`src/rtl/flag_fifo_if.sv`:
```
// Handshake bundle between the UART receiver/host side and the flag_fifo receive buffer.
// The master drives push/pop/clear strobes and data; the slave (buffer) drives status and head word.
interface flag_fifo_if #(
  parameter int DBIT   = 8,
  parameter int ADDR_W = 2
);
  logic            set_flag;
  logic            clr_flag;
  logic            clr_ovr;
  logic [DBIT-1:0] din;
  logic            flag;
  logic [DBIT-1:0] dout;
  logic            full;
  logic [ADDR_W:0] count;
  logic            overrun;

  modport master (
    output set_flag, clr_flag, clr_ovr, din,
    input  flag, dout, full, count, overrun
  );

  modport slave (
    input  set_flag, clr_flag, clr_ovr, din,
    output flag, dout, full, count, overrun
  );
endinterface

```
`src/rtl/flag_fifo.sv`:
```
// Multi-entry receive buffer replacing the single-word UART flag/buffer pair.
// Holds up to 2^ADDR_W words in arrival order, with occupancy count and sticky overrun.
module flag_fifo #(
  parameter int DBIT     = 8,
  parameter int ADDR_W   = 2,
  parameter int OVR_MODE = 0
) (
  input  logic        clk,
  input  logic        reset,
  flag_fifo_if.slave  bus
);
  localparam int              DEPTH    = 1 << ADDR_W;
  localparam logic [ADDR_W:0] FULL_CNT = DEPTH[ADDR_W:0];
  localparam bit              OVR_WRAP = (OVR_MODE != 0);

  logic [DBIT-1:0]   mem [DEPTH];
  logic [ADDR_W-1:0] wr_ptr;
  logic [ADDR_W-1:0] rd_ptr;
  logic [ADDR_W:0]   cnt;
  logic              ovr;

  logic is_full;
  logic is_empty;
  logic wr_en;
  logic rd_en;
  logic ovr_set;

  assign is_full  = (cnt == FULL_CNT);
  assign is_empty = (cnt == '0);

  // A full buffer still accepts a write when a pop frees the head slot, or when
  // the overwrite policy sacrifices the oldest word (which also advances rd_ptr).
  assign wr_en   = bus.set_flag && (!is_full || bus.clr_flag || OVR_WRAP);
  assign rd_en   = (bus.clr_flag && !is_empty) ||
                   (bus.set_flag && is_full && !bus.clr_flag && OVR_WRAP);
  assign ovr_set = bus.set_flag && is_full && !bus.clr_flag;

  always_ff @(posedge clk or posedge reset) begin
    if (reset) begin
      wr_ptr <= '0;
      rd_ptr <= '0;
      cnt    <= '0;
      ovr    <= 1'b0;
      for (int i = 0; i < DEPTH; i++) begin
        mem[i] <= '0;
      end
    end else begin
      if (wr_en) begin
        mem[wr_ptr] <= bus.din;
        wr_ptr      <= wr_ptr + 1'b1;
      end
      if (rd_en) begin
        rd_ptr <= rd_ptr + 1'b1;
      end
      if (wr_en && !rd_en) begin
        cnt <= cnt + 1'b1;
      end else if (!wr_en && rd_en) begin
        cnt <= cnt - 1'b1;
      end
      // a new overrun outranks a clear in the same cycle
      if (ovr_set) begin
        ovr <= 1'b1;
      end else if (bus.clr_ovr) begin
        ovr <= 1'b0;
      end
    end
  end

  assign bus.flag    = !is_empty;
  assign bus.full    = is_full;
  assign bus.count   = cnt;
  assign bus.overrun = ovr;
  assign bus.dout    = mem[rd_ptr];
endmodule

```
`src/flat_wrapper.sv`:
```
// flat-port wrapper written by rule: the top's interface ports become plain ports
module flag_fifo_flat 
#(
  parameter int DBIT     = 8,
  parameter int ADDR_W   = 2,
  parameter int OVR_MODE = 0
)
  (clk, reset, bus_set_flag, bus_clr_flag, bus_clr_ovr, bus_din, bus_flag, bus_dout, bus_full, bus_count, bus_overrun);
  flag_fifo_if #(.DBIT(DBIT), .ADDR_W(ADDR_W)) bus_i ();
  input  logic clk;
  input  logic reset;
  input wire logic [$bits(bus_i.set_flag)-1:0] bus_set_flag;
  input wire logic [$bits(bus_i.clr_flag)-1:0] bus_clr_flag;
  input wire logic [$bits(bus_i.clr_ovr)-1:0] bus_clr_ovr;
  input wire logic [$bits(bus_i.din)-1:0] bus_din;
  output wire logic [$bits(bus_i.flag)-1:0] bus_flag;
  output wire logic [$bits(bus_i.dout)-1:0] bus_dout;
  output wire logic [$bits(bus_i.full)-1:0] bus_full;
  output wire logic [$bits(bus_i.count)-1:0] bus_count;
  output wire logic [$bits(bus_i.overrun)-1:0] bus_overrun;
  assign bus_i.set_flag = bus_set_flag;
  assign bus_i.clr_flag = bus_clr_flag;
  assign bus_i.clr_ovr = bus_clr_ovr;
  assign bus_i.din = bus_din;
  assign bus_flag = bus_i.flag;
  assign bus_dout = bus_i.dout;
  assign bus_full = bus_i.full;
  assign bus_count = bus_i.count;
  assign bus_overrun = bus_i.overrun;
  flag_fifo #(.DBIT(DBIT), .ADDR_W(ADDR_W), .OVR_MODE(OVR_MODE)) u_core (.clk(clk), .reset(reset), .bus(bus_i));
endmodule
```
`config.mk`:
```
export PLATFORM = sky130hd
export DESIGN_NAME = flag_fifo_flat
export DESIGN_NICKNAME = d
export VERILOG_FILES = /design/src/rtl/flag_fifo_if.sv /design/src/rtl/flag_fifo.sv /design/src/flat_wrapper.sv
export SDC_FILE = /design/constraint.sdc
export NUM_CORES = 1
export LEC_CHECK = 0
export BUFFER_PORTS_ARGS = -buffer_cell sky130_fd_sc_hd__buf_2
export CAP_MARGIN = 30
export CORE_ASPECT_RATIO = 0.6
export CORE_MARGIN = 2
export CORE_UTILIZATION = 60
export DETAILED_ROUTE_END_ITERATION = 7
export GPL_ROUTABILITY_DRIVEN = 0
export PLACE_DENSITY = 0.94
export SYNTH_ARGS = -nofsm -noshare
export SYNTH_HDL_FRONTEND = slang
export SYNTH_SLANG_ARGS = --single-unit
```
`constraint.sdc`:
```
create_clock -name clk -period 5.2 [get_ports clk]
set_input_delay 1.04 -clock clk [delete_from_list [all_inputs] [get_ports clk]]
set_output_delay 1.04 -clock clk [all_outputs]
set_load 0.01 [all_outputs]
```
* Word level (Yosys, flattened, before mapping)
Cells that the tools add are included.
** Word-level totals
- Register bits after elaboration :: 40
- Output and inout port bits :: 14
- Logic and storage cells :: 44
** Operators by class
- $add $sub $neg :: 4
- Order comparisons :: 3
- Equality and inequality tests :: 1
- Mux-type cells :: 10
- Bitwise logic cells :: 2
- Reductions and logical operators :: 16
** Operator list (count)
- 32-bit bitwise mux :: 1
- 8-bit 2-to-1 mux :: 3
- 8-bit binary-select mux with 2-bit select :: 1
- 8-bit demux with 2-bit select :: 1
- 1-bit logical AND :: 7
- 3-bit >= comparator (second input constant) :: 2
- 3-bit 2-to-1 mux :: 2
- 2-bit inverter with 3-bit output :: 2
- 1-bit zero test :: 5
- 2-bit by 1-bit adder with 2-bit output (second input constant) :: 2
- 2-bit nonzero test :: 2
- 3-bit by 1-bit adder with 3-bit output (second input constant) :: 1
- 3-bit == test (second input constant) :: 1
- 3-bit zero test :: 1
- 3-bit by 1-bit less-than comparator with 1-bit output (second input constant) :: 1
- 3-bit by 1-bit subtractor with 3-bit output (second input constant) :: 1
- 1-bit 2-to-1 mux :: 2
- 1-bit logical OR :: 1

* Depth between registers and ports, before layout
Gate-level depths: netlist of run 1.
- Word-level depth :: 8
- Mapped depth :: 8
- Depth with buffers taken out :: 8

* Worst setup path after synthesis of run 1
OpenSTA, ideal clock, no wires.
- Path type :: input port to flip-flop
- From :: input bus_clr_flag
- To :: register u_core.cnt[1] (netlist: u_core.bus.count[1])
- Setup time :: 0.125 ns
- Arrival :: 2.520 ns
- Required time :: 5.075 ns
- Slack :: 2.555 ns
- Stages :: 6
- Buffers on the path :: 0
- Cells stage by stage :: nor4b_4 > nor2b_1 > ha_1 > inv_1 > fa_1 > mux2_2
** Between the ends
- Longest elaborated chain between the ends :: 5
** RTL lines
- from (decl) :: RTL line flat_wrapper.sv:13 : input wire logic [$bits(bus_i.clr_flag)-1:0] bus_clr_flag;
- 1-bit logical OR * :: RTL line flag_fifo.sv:33 : assign wr_en = bus.set_flag && (!is_full || bus.clr_flag || OVR_WRAP);
- 1-bit logical AND * :: RTL line flag_fifo.sv:33
- via u_core.wr_en :: RTL line flag_fifo.sv:24 : logic wr_en;
- 1-bit zero test :: RTL line flag_fifo.sv:57 : end else if (!wr_en && rd_en) begin
- 1-bit logical AND :: RTL line flag_fifo.sv:57
- 2-bit nonzero test (no line)
- to (signal assigned) :: RTL line flag_fifo.sv:56 : cnt <= cnt + 1'b1;
- to (signal assigned) :: RTL line flag_fifo.sv:58 : cnt <= cnt - 1'b1;
- to (decl) :: RTL line flag_fifo.sv:19 : logic [ADDR_W:0] cnt;
Mark *: on every way through the listed nets, which the timed path passes. The rest lies on a longest branch.
A chain may end at the register's enable or synchronous reset.

* Worst setup path after layout of run 1
- From :: register u_core.rd_ptr[0]
- To :: output bus_dout[6]
** Between the ends
- Longest elaborated chain between the ends :: 4
** RTL lines
- from (decl) :: RTL line flag_fifo.sv:18 : logic [ADDR_W-1:0] rd_ptr;
- from (signal assigned) :: RTL line flag_fifo.sv:53 : rd_ptr <= rd_ptr + 1'b1;
- 2-bit inverter with 3-bit output (not written as such) :: RTL line flag_fifo.sv:73 : assign bus.dout = mem[rd_ptr];
- 8-bit binary-select mux with 2-bit select :: RTL line flag_fifo.sv:73
- 8-bit 2-to-1 mux (not written as such) (2 in a row) :: RTL line flag_fifo.sv:73
- to (decl) :: RTL line flat_wrapper.sv:17 : output wire logic [$bits(bus_i.dout)-1:0] bus_dout;
Every way passes these cells. The select of a mux whose other input is x is not followed.

==> results of run 1 <==
sequential cells by signal, summed over array words and instances, names as in the netlist:
register,count
u_core.rd_ptr,2
u_core.mem,32
u_core.wr_ptr,2
u_core.bus.count,3
u_core.bus.overrun,1
worst paths after layout:
check	to
max in group asynchronous	u_core.mem[23]$_DFFE_PP0P_
setup / recovery	bus_dout[6]
min in group asynchronous	u_core.bus.overrun$_DFFE_PP0P_
hold reg to reg	u_core.mem[7]$_DFFE_PP0P_
setup reg to reg	u_core.bus.count[1]$_DFFE_PP0P_
hold / removal	u_core.mem[7]$_DFFE_PP0P_
report_power, final:
group          switching (mW)  internal [mW]
Sequential              0.138          0.471
Clock                  0.0996          0.108
Combinational           0.219          0.343
Total                   0.457          0.922
final cells by class:
class | instances | area, µm² | share of cell area, %
Timing Repair Buffer | 27 | 138 | 6.53
Inverter | 6 | 22.5 | 1.07
Multi-Input combinational cell | 70 | 805 | 38.2
Sequential cell | 40 | 1000 | 47.5
Clock buffer | 8 | 90.1 | 4.27
Tap cell | 42 | 52.6 | 2.49
per-layer routing:
layer | track usage [%] | up-vias | part of all wire, %
met3 | 6.44 | 4 | 3.8
li1 | - | 484 | -
met1 | 28.4 | 572 | 45
met2 | 35.1 | 19 | 50
met4 | 6.32 | 0 | 0.72
met5 | 0 | - | 0
synthesized netlist by cell type (all sizes together):
cell	count	area share, %
ha	5	3.4
nand2	5	1.0
nor3b	1	0.41
fa	1	1.1
xnor2	4	1.9
inv	6	1.2
nand3	1	0.27
buf	2	0.54
nor2	5	1.6
dfrtp	40	54
mux2	34	21
nor4b	1	1.3
nor2b	1	0.34
or3	1	0.34
mux4	8	9.8
xor2	2	0.95
a32o	1	0.54
metrics by stage:
stage	hold slack (ns)	instances	cell area (µm²)
after floorplan	0.475	118	1840
after global placement	0.469	185	2020
after detailed placement	0.492	185	2020
after CTS	0.508	193	2110
after global routing	0.515	193	2110
final	0.504	193	2110
kinds of logic after synthesis:
logic type / Yosys count / synth area share (%)
and+or+nand+nor: 15 / 5.24
adders and majority gates: 6 / 4.49
AOI/OAI and AO/OA: 1 / 0.545
muxes: 42 / 30.6
buffers and inverters: 8 / 1.77
DFF: 40 / 54.5
xor gates and xnor gates: 6 / 2.86
critical path: stages, from the launching register on:
cell and delay, ns:
dfrtp_1 0.71, mux4_2 0.58, buf_2 0.15
==> results.ini, run 1 <==
[floorplan]
initial_utilization_pct=63.6
die_width_um=75.5
fp.coreArea_um2=2890
boundaryPins=27
die_h_um=46.9
rows=15
die_area_um2=3540

[pwr]
power.total_mw=1.38
cellLeakagePower_nw=0.943
power_density_nw_per_um2=654
ir_worst_vdd_v=0.000366

[critical_path]
crit_required_ns=4.16
critical_path_class=flip-flop to primary output
worstReg2RegStart=u_core.bus.count[0]$_DFFE_PP0P_
cp-end-kind=primary output
worstPathArrival_ns=1.73
reg2reg_slack_ns=2.97
reg2reg_depth=6
worst_setup_path_start_kind=flip-flop
worstPathMaxFanout=10
cp-startpoint=u_core.rd_ptr[0]$_DFFE_PP0P_

[grt]
antenna_found_initial=0
grt_usage_pct=21.4
grt_pass1_vias=1123
grt_max_degree=41
grt_pass1_wl_um=5240
overflow=0

[cells_and_area]
n_fill_cell=208
layout_commonest_cell=dfrtp_1
antenna_cells=0
fin_util_pct=72.9
syn_to_final_growth_pct=14.7
nets=169
drive_above_1_share_pct=53.0
final_cell_mix=40 x dfrtp_1, 34 x mux2_2, 26 x buf_2, 8 x mux4_2

[timing]
setup_viol=0
slew_violations=0
post-route-min-period_ns=2.77
finalSetupTns_ns=0
slew_headroom_pct=61.5
fin_ws_ns=2.43
fmax_ghz=0.361
rsz0062_at_grt=false
tightestPinTransition_ns=0.577
hold_viol=0
post-route-period-util_pct=53.3
clock_skew_ns=0.00440

[logic_synthesis]
synth_cell_types=18
synthCells=118
seq_area_frac_synth_pct=54.5
yosysWarnings=0
synth_seq_cells=40
syn-num-nets=137
syn_area_per_cell_um2=15.6
syn_area_um2=1840

[place]
numPortBuffers=26
dpl.hpwl_um=2440
dp_slack_ns=2.29

[clocking]
cts_buffer_depth=2
htreeDepth=2
cts_setup_buffers=0
hold_buffers=0
clk_pin_slew_ns=0.07
cts_tree=yes
numCtsBuffers=5
cts-root-buf=clkbuf_8
clk_latency_ns=0.29
cts_resized=0
clock_sinks=40

[hold_path]
min_path_type=flip-flop to flip-flop
whs_path_depth=1
hold_start=u_core.mem[7]$_DFFE_PP0P_

[drt]
initialDrtViolationCount=52
wl_per_cell_um=17.3
avgViaCountPerCell=5.59
drc=0
vias=1079
first_pass_iters=4
routed_wl_um=3330
antenna_left=0

[run_status]
status=complete, no violations

[flow_run]
maxCapViolations=0

(Power assumes the default switching activity.)
==> run 2: changes to the inputs <==
Settings changed: CORE_UTILIZATION 60 to 56, PLACE_DENSITY 0.94 to 0.89.
Clock period 5.2 ns to 2.65 ns, I/O delays scaled along.
==> results.ini, run 2 (synthesis results as in run 1) <==
[critical_path]
reg2reg_depth=8
worstPathArrival_ns=1.69
worst_setup_path_start_kind=flip-flop
cp-end-kind=primary output
critical_path_class=flip-flop to primary output
crit_chain=mux4_2, buf_2
reg2reg_slack_ns=0.52
crit_slowest_cell=dfrtp_1
crit_required_ns=2.12
worstPathMaxFanout=9
slowest_delay_ns=0.68

[grt]
grt_pass1_vias=1170
grt_max_degree=41
overflow=0
antenna_found_initial=0
grt_usage_pct=20.1
grt_pass1_wl_um=5640

[cells_and_area]
drive_above_1_share_pct=54.2
syn_to_final_growth_pct=15.9
antenna_cells=0
largest_register_ffs=32
layout_commonest_cell=dfrtp_1
final_cell_mix=40 x dfrtp_1, 34 x mux2_2, 26 x buf_2, 8 x mux4_2
largest_register=u_core.mem
nets=171
design_area_um2=2130

[timing]
fmax_ghz=0.451
post-route-min-period_ns=2.22
finalSetupTns_ns=0
slew_violations=0
hold_ws_ns=0.349
tightestPinTransition_ns=0.525
post-route-period-util_pct=83.7
clock_skew_ns=0.00400
rsz0062_at_grt=false
setup_viol=0
hold_viol=0
slew_headroom_pct=65.0
fin_ws_ns=0.432

[clocking]
numCtsBuffers=5
cts_resized=0
clk_pin_slew_ns=0.08
cts_setup_buffers=0
htreeDepth=2
hold_buffers=0
clock_sinks=40
clk_latency_ns=0.29
cts_tree=yes
cts_buffer_depth=2
cts-root-buf=clkbuf_8

[drt]
vias=1052
antenna_left=0
routed_wl_um=3320
drc=0
initialDrtViolationCount=55
first_pass_iters=4
wl_per_cell_um=16.8
avgViaCountPerCell=5.31

[place]
dpl.hpwl_um=2320
numPortBuffers=26
dp_slack_ns=0.480
placed_cell_area_um2=2040

[pwr]
power.total_mw=2.72
cellLeakagePower_nw=0.952
power_density_nw_per_um2=1280
ir_worst_vdd_v=0.000708

[hold_path]
min_path_type=input pin to asynchronous set/reset pin

[floorplan]
fp.coreArea_um2=3200
die_h_um=48.4
die_area_um2=3770
rows=16
boundaryPins=27
die_width_um=78.0
initial_utilization_pct=57.4

[flow_run]
maxCapViolations=0

[run_status]
status=complete, no violations

[run 2: final timing paths]
check / to / start
max: bus_dout[2] / u_core.rd_ptr[1]$_DFFE_PP0P_
max reg2reg: u_core.bus.count[2]$_DFFE_PP0P_ / u_core.bus.count[0]$_DFFE_PP0P_
min reg2reg: u_core.bus.overrun$_DFFE_PP0P_ / u_core.bus.overrun$_DFFE_PP0P_
max in group asynchronous: u_core.mem[2]$_DFFE_PP0P_ / reset
min: u_core.mem[5]$_DFFE_PP0P_ / reset
min in group clk: u_core.bus.overrun$_DFFE_PP0P_ / u_core.bus.overrun$_DFFE_PP0P_
[run 2: power breakdown]
| part | total [mW] | internal [mW] | switching (mW) |
|---|---|---|---|
| logic | 1.14 | 0.685 | 0.455 |
| clock network | 0.417 | 0.211 | 0.206 |
| registers | 1.17 | 0.924 | 0.244 |
[run 2: routing by layer]
layer	part of all wire (%)	up-vias	wire, µm	track usage (%)
li1	-	489	-	-
met1	46	541	1520	26.0
met2	49	15	1640	32.3
met3	3.0	7	99	5.22
met4	1.7	0	56	9.36
met5	0	-	0	0
[run 2: per-stage QoR]
| stage | cells | util (%) |
|---|---|---|
| 6_report | 198 | 66.5 |
| 2_1_floorplan | 118 | - |
| 4_1_cts | 198 | 66.5 |
| 3_5_place_dp | 190 | 63.6 |
| 3_3_place_gp | 190 | 63.6 |
| 5_1_grt | 198 | 66.5 |
[run 2: cell type report]
type | count | area [µm²]
flip-flops and latches | 40 | 1000
repair buffers | 29 | 153
fillers | 236 | 1070
clock buffers | 7 | 86.3
well taps | 45 | 56.3
clock inverters | 1 | 7.51
multi-input cells | 70 | 805
inverters | 6 | 22.5
[run 2: worst max-delay path, delay by kind of cell (launching register included)]
kind,cells,cell delay (ns)
buffers and inverters,1,0.15
flip-flops,1,0.68
multiplexers,1,0.57
==> run 3: changes to the inputs <==
Settings changed: ABC_AREA set to 1, CORE_UTILIZATION 56 to 51, PLACE_DENSITY 0.89 to 0.86.
Clock period 2.65 ns to 2 ns, I/O delays scaled along.
==> results.ini, run 3 <==
[cells_and_area]
largest_register=u_core.mem
largest_register_ffs=32
syn_to_final_growth_pct=14.8
drive_above_1_share_pct=20.4
nets=287
fin_util_pct=62.3
antenna_cells=0
n_fill_cell=330
multi_input_area_um2=890
seqCellArea_um2=1000
design_area_um2=2330
layout_commonest_cell=nand2_1
final_cell_mix=73 x nand2_1, 40 x dfrtp_1, 32 x nand4_1, 26 x buf_2, 18 x o21ai_0

[logic_synthesis]
synth-edff-count=0
yosysTopAreaCell=dfrtp_1
syn_area_per_cell_um2=8.58
synth_top_cell_area_share_pct=49.2
syn_area_um2=2030
synthArstFlopShare_pct=100
syn-num-nets=256
synth_cell_types=22
seq_area_frac_synth_pct=49.2
yosysMostFrequentCell=nand2_1
yosysWarnings=0
ys_top_cells_by_count=74 x nand2_1, 40 x dfrtp_1, 32 x nand4_1
synth_ff_type=dfrtp_1
synth_area_leaders=dfrtp_1 49%, nand2_1 14%, nand4_1 9.8%
synthCells=237
synth_seq_cells=40

[timing]
fin_ws_ns=0.115
post-route-period-util_pct=94.2
finalSetupTns_ns=0
fmax_ghz=0.531
setup_viol=0
rsz0062_at_grt=false
clock_skew_ns=0.00702
post-route-min-period_ns=1.88
tightestPinTransition_ns=0.501
slew_violations=0
slew_headroom_pct=66.6
hold_ws_ns=0.221
hold_viol=0

[drt]
antenna_left=0
initialDrtViolationCount=228
avgViaCountPerCell=5.87
wl_met3_um=527
routed_wl_um=5240
drc=0
wl_per_cell_um=16.6
vias=1854
top_layer=met4
dr_wl_met2_um=2370
first_pass_iters=5
wl_met1_um=2270

[critical_path]
cp-startpoint=u_core.rd_ptr[1]$_DFFE_PP0P_
crit_chain=inv_1, o21ai_0, o22ai_1, buf_2
crit_required_ns=1.60
critical_path_class=flip-flop to primary output
crit_slowest_cell=dfrtp_1
slowest_delay_ns=0.45
worstPathMaxFanout=8
worstReg2RegStart=u_core.bus.count[0]$_DFFE_PP0P_
cp-end-kind=primary output
worstPathArrival_ns=1.48
worst_setup_path_start_kind=flip-flop

[clocking]
clk_latency_ns=0.29
cts-root-buf=clkbuf_8
clk_pin_slew_ns=0.07
cts_tree=yes
cts_buffer_depth=2
htreeDepth=2
hold_buffers=0
clock_sinks=40
numCtsBuffers=5

[grt]
grt_max_degree=41
grt_pass1_vias=1749
grt_pass1_wl_um=8400
overflow=0
antenna_found_initial=0
grt_usage_pct=25.0

[floorplan]
rows=17
die_area_um2=4520
die_h_um=52.9
die_width_um=85.5
boundaryPins=27
fp.coreArea_um2=3740
initial_utilization_pct=54.3

[place]
dp_slack_ns=0.0802
dpl.hpwl_um=3500
numPortBuffers=26
placed_cell_area_um2=2220

[pwr]
ir_worst_vdd_v=0.00101
power_density_nw_per_um2=1680
cellLeakagePower_nw=1.22

[flow_run]
maxCapViolations=0

[hold_path]
min_path_type=input pin to asynchronous set/reset pin

[run_status]
status=complete, no violations

## run 3: cell types whose count changed after synthesis, moves of 5 or more
cell / previous run / this run
o21ai_0: 0 / 18
nor2_1: 1 / 16
clkbuf_1: 0 / 5
o22ai_1: 0 / 8
mux2_2: 34 / 1
nand4_1: 0 / 32
mux4_2: 8 / 0
inv_1: 6 / 11
nand2_1: 5 / 74
## run 3: worst paths after layout
kind | endpoint | slack, ns | depth (start not counted)
max reg2reg | u_core.bus.count[1]$_DFFE_PP0P_ | 0.12 | 8
min | u_core.mem[4]$_DFFE_PP0P_ | 0.22 | 3
min reg2reg | u_core.mem[11]$_DFFE_PP0P_ | 0.47 | 2
max | bus_dout[1] | 0.12 | 4
min in group clk | u_core.bus.overrun$_DFFE_PP0P_ | 0.28 | 2
max in group asynchronous | u_core.mem[0]$_DFFE_PP0P_ | 1.43 | 3
## run 3: layout make-up
| class | count | area share, % |
|---|---|---|
| flip-flops and latches | 40 | 42.9 |
| clock buffers | 6 | 3.11 |
| repair buffers | 40 | 10.1 |
| clock inverters | 2 | 1.50 |
| well taps | 47 | 2.52 |
| multi-input cells | 170 | 38.1 |
| inverters | 11 | 1.77 |
## run 3: timing repair
| action | in CTS | in global routing |
|---|---|---|
| hold endpoints to repair | 0 | 0 |
| gates resized for setup | 0 | 1 |
| setup buffers | 0 | 1 |
| setup endpoints to repair | 0 | 1 |
## run 3: logic make-up after synthesis
kind of cell	count (synthesis)	share of synthesized area, %
buf+inv	27	7.14
flops	40	49.2
fa+ha+maj	6	4.06
xor+xnor	4	1.72
compound gates	26	6.89
simple gates	133	30.4
mux	1	0.554
## run 3: worst max-delay path: cells and delay by family (launching register included)
family | cells | cell delay (ns)
AO/OA/AOI/OAI | 2 | 0.31
buffers and inverters | 2 | 0.43
flip-flops | 1 | 0.45
## run 3: stage by stage
stage	power, mW	instances
final	3.93	316
after CTS	3.90	315
after floorplan	2.59	237
after global routing	4.19	316
after global placement	3.15	307
after detailed placement	3.25	307
## run 3: metal layers
layer	vias to the layer above	global-route usage (%)
met5	-	0
met4	0	9.26
li1	859	-
met1	874	35.0
met3	12	6.86
met2	109	37.4
## run 3: report_power, final
part | internal [mW] | switching, mW | leakage (nW)
combinational | 0.729 | 1.13 | 0.664
clock | 0.370 | 0.279 | 0.0552
sequential | 1.18 | 0.233 | 0.498
total | 2.28 | 1.64 | 1.22
